**config.mk**
```make
export PLATFORM = sky130hd
export DESIGN_NAME = fw_sweeper
export DESIGN_NICKNAME = d
export VERILOG_FILES = /design/src/rtl/fw_sweeper.sv
export SDC_FILE = /design/constraint.sdc
export NUM_CORES = 1
export LEC_CHECK = 0
export BUFFER_PORTS_ARGS = -buffer_cell sky130_fd_sc_hd__buf_2
export CAP_MARGIN = 20
export CORE_ASPECT_RATIO = 0.5
export CORE_MARGIN = 4
export CORE_UTILIZATION = 39
export DETAILED_ROUTE_END_ITERATION = 10
export PLACE_DENSITY = 0.54
export SLEW_MARGIN = 20
export SYNTH_ARGS = -nofsm -noshare
export SYNTH_HDL_FRONTEND = slang
export SYNTH_SLANG_ARGS = --single-unit
export TNS_END_PERCENT = 5
```
**constraint.sdc**
```tcl
create_clock -name clk -period 11.3 [get_ports clk]
set_input_delay 0.565 -clock clk [delete_from_list [all_inputs] [get_ports clk]]
set_output_delay 0.565 -clock clk [all_outputs]
set_load 0.01 [all_outputs]
```
**src/rtl/fw_sweeper.sv**
```systemverilog
// fw_sweeper: programmable frequency-word sweep generator feeding ddfs.fw.
// Supports single up/down sweeps and continuous triangle/sawtooth chirps,
// with a per-word dwell time and output clamped to [fw_min, fw_max].
module fw_sweeper #(
   parameter int N = 8,
   parameter int D = 16
) (
   input  logic         clk,
   input  logic         rst_n,
   input  logic         start,
   input  logic         stop,
   input  logic [1:0]   mode,
   input  logic [N-1:0] fw_min,
   input  logic [N-1:0] fw_max,
   input  logic [N-1:0] fw_step,
   input  logic [D-1:0] dwell,
   output logic [N-1:0] fw,
   output logic         fw_upd,
   output logic         busy,
   output logic         done,
   output logic         err
);

   typedef enum logic [1:0] {
      S_IDLE     = 2'd0,
      S_RUN_UP   = 2'd1,
      S_RUN_DOWN = 2'd2,
      S_DONE     = 2'd3
   } state_t;

   localparam logic [1:0] M_SINGLE_UP = 2'd0;
   localparam logic [1:0] M_SINGLE_DN = 2'd1;
   localparam logic [1:0] M_TRIANGLE  = 2'd2;
   localparam logic [1:0] M_SAWTOOTH  = 2'd3;

   state_t       r_state, w_state_nxt;
   logic [N-1:0] r_fw, w_fw;
   logic         r_fw_upd, w_fw_upd;
   logic         r_done, w_done;
   logic         r_err, w_err;
   logic [D-1:0] r_cnt, w_cnt;
   logic [1:0]   r_mode, w_mode;
   logic [N-1:0] r_min, w_min;
   logic [N-1:0] r_max, w_max;
   logic [N-1:0] r_step, w_step;
   logic [D-1:0] r_dwell, w_dwell;
   logic         w_start_ok;

   // Up step in N+1 bits so a carry out of N bits saturates to hi instead of wrapping.
   function automatic logic [N-1:0] f_up_sat(input logic [N-1:0] a,
                                             input logic [N-1:0] step,
                                             input logic [N-1:0] hi);
      logic [N:0] s;
      s = {1'b0, a} + {1'b0, step};
      if (s > {1'b0, hi}) return hi;
      else                return s[N-1:0];
   endfunction

   // Down step in N+1 bits; a borrow (MSB set) or a result below lo clamps to lo.
   function automatic logic [N-1:0] f_dn_sat(input logic [N-1:0] a,
                                             input logic [N-1:0] step,
                                             input logic [N-1:0] lo);
      logic [N:0] d;
      d = {1'b0, a} - {1'b0, step};
      if (d[N] || (d[N-1:0] < lo)) return lo;
      else                         return d[N-1:0];
   endfunction

   // Stop has priority: a start arriving together with stop is dropped.
   assign w_start_ok = start && !stop && ((r_state == S_IDLE) || (r_state == S_DONE));

   // State and datapath registers, all cleared asynchronously.
   always_ff @(posedge clk or negedge rst_n) begin
      if (!rst_n) begin
         r_state  <= S_IDLE;
         r_fw     <= '0;
         r_fw_upd <= 1'b0;
         r_done   <= 1'b0;
         r_err    <= 1'b0;
         r_cnt    <= '0;
         r_mode   <= '0;
         r_min    <= '0;
         r_max    <= '0;
         r_step   <= '0;
         r_dwell  <= '0;
      end else begin
         r_state  <= w_state_nxt;
         r_fw     <= w_fw;
         r_fw_upd <= w_fw_upd;
         r_done   <= w_done;
         r_err    <= w_err;
         r_cnt    <= w_cnt;
         r_mode   <= w_mode;
         r_min    <= w_min;
         r_max    <= w_max;
         r_step   <= w_step;
         r_dwell  <= w_dwell;
      end
   end

   // Next-state, next-word and pulse generation.
   always_comb begin
      w_state_nxt = r_state;
      w_fw        = r_fw;
      w_fw_upd    = 1'b0;
      w_done      = 1'b0;
      w_err       = r_err;
      w_cnt       = r_cnt;
      w_mode      = r_mode;
      w_min       = r_min;
      w_max       = r_max;
      w_step      = r_step;
      w_dwell     = r_dwell;

      case (r_state)
         S_IDLE, S_DONE: begin
            if (w_start_ok) begin
               w_mode  = mode;
               w_min   = fw_min;
               w_max   = fw_max;
               w_step  = fw_step;
               w_dwell = dwell;
               if ((fw_min > fw_max) || (fw_step == '0)) begin
                  // Bad config: report and park in DONE without touching fw.
                  w_state_nxt = S_DONE;
                  w_err       = 1'b1;
                  w_done      = 1'b1;
               end else begin
                  w_err    = 1'b0;
                  w_cnt    = dwell;
                  w_fw_upd = 1'b1;
                  if (mode == M_SINGLE_DN) begin
                     w_fw        = fw_max;
                     w_state_nxt = S_RUN_DOWN;
                  end else begin
                     w_fw        = fw_min;
                     w_state_nxt = S_RUN_UP;
                  end
               end
            end
         end

         S_RUN_UP: begin
            if (stop) begin
               w_state_nxt = S_IDLE;
            end else if (r_cnt != '0) begin
               w_cnt = r_cnt - 1'b1;
            end else begin
               w_cnt = r_dwell;
               if (r_fw == r_max) begin
                  case (r_mode)
                     M_TRIANGLE: begin
                        // Turn around and take the first down step in the same cycle.
                        w_state_nxt = S_RUN_DOWN;
                        w_fw        = f_dn_sat(r_fw, r_step, r_min);
                     end
                     M_SAWTOOTH: begin
                        w_fw = r_min;
                     end
                     default: begin
                        w_state_nxt = S_DONE;
                        w_done      = 1'b1;
                     end
                  endcase
               end else begin
                  w_fw = f_up_sat(r_fw, r_step, r_max);
               end
               w_fw_upd = (w_fw != r_fw);
            end
         end

         S_RUN_DOWN: begin
            if (stop) begin
               w_state_nxt = S_IDLE;
            end else if (r_cnt != '0) begin
               w_cnt = r_cnt - 1'b1;
            end else begin
               w_cnt = r_dwell;
               if (r_fw == r_min) begin
                  if (r_mode == M_TRIANGLE) begin
                     w_state_nxt = S_RUN_UP;
                     w_fw        = f_up_sat(r_fw, r_step, r_max);
                  end else begin
                     w_state_nxt = S_DONE;
                     w_done      = 1'b1;
                  end
               end else begin
                  w_fw = f_dn_sat(r_fw, r_step, r_min);
               end
               w_fw_upd = (w_fw != r_fw);
            end
         end

         default: begin
            w_state_nxt = S_IDLE;
         end
      endcase
   end

   assign fw     = r_fw;
   assign fw_upd = r_fw_upd;
   assign busy   = (r_state == S_RUN_UP) || (r_state == S_RUN_DOWN);
   assign done   = r_done;
   assign err    = r_err;

   // Single-up mode constant is named for readability of the mode decode.
   logic w_unused_mode_const;
   assign w_unused_mode_const = (M_SINGLE_UP == 2'd0);

endmodule
```
---- After elaboration in Yosys (flattened, before gate mapping) ----
Index checks and enable logic that the tools add are counted.
cells by class
  add/subtract/negate cells ............... 3
  magnitude comparators ................... 3
  eq/ne operators ......................... 22
  mux-type cells .......................... 55
  reductions and logical operators ........ 17
operator list
  cell                                                 number
  2-to-1 mux 8 bit                                     18
  2-to-1 mux 16 bit                                    4
  one-hot mux 16 bit (2 select lines)                  1
  one-hot mux 8 bit (3 select lines)                   1
  2-to-1 mux 2 bit                                     10
  == test 8 bit                                        2
  2-to-1 mux 1 bit                                     16
  != test 8 bit                                        2
  one-hot mux 8 bit (2 select lines)                   1
  nonzero test 16 bit                                  1
  subtractor 16 x 1 -> 16 bit (second input constant)  1
  != test 3 bit (second input constant)                5
  != test 2 bit (second input constant)                7
  AND reduction 6 bit                                  2
  adder 8 x 8 -> 9 bit                                 1
  > comparator 9 x 8 -> 1 bit                          1
  subtractor 8 x 8 -> 9 bit                            1
  == test 2 bit (second input constant)                4
  > comparator 8 bit                                   1
  zero test 8 bit                                      1
  < comparator 8 bit                                   1
  one-hot mux 1 bit (3 select lines)                   2
  one-hot mux 2 bit (3 select lines)                   1
  OR reduction 2 bit                                   3
  other kinds (8)                                      13
word-level totals
  flip-flop bits (word level) ............. 71
  input port bits ......................... 46
  output and inout bits ................... 12
  logic and storage cells ................. 111

---- Depth between registers and ports, before layout ----
  depth after elaboration ................. 13
  depth in mapped cells ................... 21
  depth with buffers taken out ............ 19

---- Worst setup path after synthesis ----
No wires, ideal clock.
  path type ............................... register -> register
  from .................................... register r_fw[1] (netlist: fw[1])
  to ...................................... register r_fw_upd (netlist: fw_upd)
  library setup time ...................... 120 ps
  arrival ................................. 4,628 ps
  data required time ...................... 11,180 ps
  path slack .............................. 6,553 ps
  cell stages (with the launch flop) ...... 19
  clock period less this slack ............ 4,747 ps
  cell sequence ........................... dfrtp_1 clkbuf_1 inv_1 fa_1 nor3_1 o31ai_1 nand2_1 xnor2_1 ha_1 nand4_2 or3_4 a32o_2 nand3_1 o21ai_2 a222oi_1 nand2_1 o31a_1 or4_1 a31o_1
between the ends
  cells in the longest elaborated chain, start to end .. 13
  elaborated cells between the ends (all ways) .. 26
  classes of those cells .................. 2 x add/sub; 2 x order compare; 4 x eq/ne; 17 x mux; 1 x reduce/logical
RTL lines
  element                               line  source
  start: declaration                    37    logic [N-1:0] r_fw, w_fw;
  start signal: assignment              88    r_fw <= w_fw;
  subtractor 8 x 8 -> 9 bit             64    d = {1'b0, a} - {1'b0, step};
  < comparator 8 bit                    65    if (d[N] || (d[N-1:0] < lo)) return lo;
  logical OR 1 bit                      65
  2-to-1 mux 8 bit                      65
  one-hot mux 8 bit (2 select lines)    151   case (r_mode)
  2-to-1 mux 8 bit                      150   if (r_fw == r_max) begin
  2-to-1 mux 8 bit                      146   end else if (r_cnt != '0) begin
  2-to-1 mux 8 bit                      144   if (stop) begin
  2-to-1 mux 8 bit                      115   case (r_state)
  != test 8 bit                         168   w_fw_upd = (w_fw != r_fw);
  2-to-1 mux 1 bit                      146
  2-to-1 mux 1 bit                      144
  one-hot mux 1 bit (3 select lines) *  115
  via w_fw_upd                          38    logic r_fw_upd, w_fw_upd;
  end signal: assignment                89    r_fw_upd <= w_fw_upd;
  end: declaration                      38
The timed path passes the listed nets; every way through them passes the cells marked *. The select of a mux whose other input is x is not followed.
A chain may end at the register's enable or synchronous reset.

---- Worst setup path in the final report ----
Ends and elaborated chain as after synthesis.

==> results.md <==
* RSZ-0062 raised after global routing: false
* Post-cts gate resize count at 0
* TritonCTS clock tree: done
* Die Area at 0.0181 mm^2
* CTS Buf Count at 9
* Via-per-instance ratio at roughly 5.7
* WP data required at 11.54 ns
* Async set or reset register ratio after synthesis at 100%
* Setup TNS at 0 ns
* Post-route ant nets at 0
* Worst r2r path cells at 17
* Synth area leader: dfrtp_1
* Root Buffer: clkbuf_16
* Final nets at approximately 920
* Mean Syn Cell Area at approximately 7.7 um^2
* Die height at roughly 97 um
* Crit-path max FO at 15
* Fin Clk Skew at 0.0122 ns
* Hold Path Class: in2async
* Syn_nets at 890
* Largest net degree at the start of global routing at 56
* Layout area overhead at 11.6%
* Clk Latency, worst-skew pair at between 0.3 and 0.4 ns
* Top-Level Pins at 58
* Max Clk Rate at between 0.15 and 0.2 GHz
* First-pass GRT wire length at about 33000 um
* Row Count at 32
* Top FF cell, synth: dfrtp_1
* Crit path launch type: register
* Worst Setup SP: fw[1]
* Top cell type's share of synthesized area at between 20 and 30%
* Number of global-route vias before repair at roughly 5.7k
* Max-slew headroom at about a third
* Number of remaining DRC errors at 0
* Clock Sinks at 71
* Final hold violation count at 0
* Final worst setup slack at about 6 ns
* Max cap viols at 0
* Xor/xnor share of the synthesized area at roughly 6.2%
* Syn Inst Count at 800
* Seq/Total Area, Yosys at between 20 and 30%
* YS warnings at 0
* Final Critical Period at between 5 and 6 ns
* Compound-Gate Fraction of Synth Area at between 20% and 30%
* Maximum clock insertion buffer count at 2
* Routability congestion estimate from global placement at 0.948
* Worst Tran Pin Value at between 1 and 1.5 ns
* Clock transition at path regs at approximately 0.06 ns
* Area share of fa/ha/maj cells after synthesis at 9.14%
* WP data arrival at between 5 and 6 ns
* Yosys cell types at a little over 80
* Simple-Gate Fraction of Synth Area at about a fifth
* Kind of critical path: reg2reg
* PortBufs at 57
* Post-CTS Repair Setup Buffers at 0
* Initial antenna violation count at 2
* Tcrit/Tclk final at about half
* Run status: finished, final reports clean
* Max Slew Vio Count at 0
* Width of the chip at between 150 and 200 um
* Hpwl dp at around 16000 um
* Core Area at ~0.015 mm^2
* Number of DRC markers in iteration 0 at 340
* Crit. End Element: register
* DP Worst Slack at around 5.9 ns
* Tot GR Track Use at a little under a quarter
* DR vias at roughly 6.0k
* Synth Cell Area at just over 0.006 mm^2
* Critical R2R Launch: fw[1]
* Post-synthesis mux area share at under 10%
* R2R Setup Slk at 5.83 ns
* Drt total wl at approximately 21000 um
* H-Tree Depth at 3
* Setup violators final at 0
* Proportion of layout cells with a drive suffix above 1 at roughly an eighth
* Wirelength per Cell at approximately 20 um
* Register bit total from synthesis at 71
* First-pass detailed-route iteration total at 5
* Initial Util at about two fifths
* Hold Buf Count CTS at 0
* Synth area leaders: dfrtp_1, nand2_1, ha_1, o21ai_0, xnor2_1
* Total congestion overflow at 0
* Post-synth EDFFs at 0
* Largest family of logic cells by synthesized area: compound AO/OA/AOI/OAI gates
==> Yosys cell counts (all sizes together) (9+ instances only) <==
| master | n |
|---|---|
| nand2 | 145 |
| a21o | 10 |
| o211ai | 9 |
| nand3 | 12 |
| a31oi | 11 |
| mux2i | 13 |
| nor2 | 62 |
| inv | 53 |
| a21oi | 60 |
| nor3 | 22 |
| xor2 | 10 |
| dfrtp | 71 |
| buf | 19 |
| xnor2 | 34 |
| a211oi | 14 |
| ha | 42 |
| clkbuf | 30 |
| o21ai | 70 |
==> per-stage QoR <==
step	utilization, %	std cells	instance area, um^2	hold WS [ns]
3_5_place_dp	42.5	1021	6570	0.461
2_1_floorplan	-	800	6190	0.269
5_1_grt	44.7	1038	6910	0.0906
3_3_place_gp	42.5	1021	6570	0.454
4_1_cts	44.7	1037	6900	0.0844
6_report	44.7	1038	6910	0.0870
==> final cells by class <==
class | count | area [um^2]
antenna | 1 | 2.50
clock buffer | 12 | 256
clock inverter | 4 | 77.6
fill | 1617 | 8550
inverter | 53 | 199
multi-input combinational | 627 | 3980
sequential | 71 | 1780
tap | 204 | 255
timing repair buffer | 66 | 355
==> layer usage <==
| metal | up-vias | part of all wire [%] | GRT usage, % |
|---|---|---|---|
| met3 | 37 | 6.9 | 6.10 |
| li1 | 2875 | - | - |
| met5 | - | 0.033 | 0 |
| met2 | 189 | 42 | 34.3 |
| met4 | 2 | 2.5 | 7.05 |
| met1 | 2862 | 49 | 35.1 |
==> path summary, 6_finish.rpt <==
path                              endpoint
worst min register to register  r_dwell[4]
worst max-delay path                fw_upd
max in group asynchronous       r_dwell[6]
min in group clk                r_dwell[7]
worst max register to register      fw_upd
worst min-delay path             r_step[4]
==> layout by cell type (no fill, tap or decap), types with 10 or more instances in the layout <==
master	netlist	final
nand3_1	12	12
ha_1	42	42
dfrtp_1	71	71
nor3_1	20	20
buf_4	7	10
nand2_1	145	145
nor2_1	61	60
a211oi_1	14	14
xor2_1	10	10
a21oi_1	58	58
inv_1	53	53
xnor2_1	34	34
mux2i_1	13	13
o21ai_0	67	67
a31oi_1	11	11
buf_2	8	56
==> logic make-up after synthesis <==
group	count (synthesis)
flops	71
fa+ha+maj	44
xor+xnor	44
mux	16
simple gates	285
buf+inv	102
compound gates	238
==> worst max-delay path: stages, from the launching register on <==
cell and delay (ns):
dfrtp_1 0.67, inv_1 0.25, fa_1 0.50, nor3_1 0.23
o31ai_1 0.14, nand2_1 0.25, xnor2_1 0.12, ha_1 0.34
nand4_2 0.14, o32ai_1 0.40, a32oi_2 0.17, a21oi_4 0.42
a21oi_1 0.24, a222oi_1 0.34, nand2_1 0.12, o31a_1 0.31
or4_1 0.47, a31o_1 0.23
==> sequential cells by signal, indices dropped and copies added (netlist names), 2 cells and up <==
signal,count
fw,8
r_cnt,16
r_mode,2
r_min,8
r_max,8
r_step,8
r_dwell,16
r_state,2
Power is left out: the tool's default activity adds up to more than one toggle a clock period on the data nets, which glitch-free logic cannot reach.
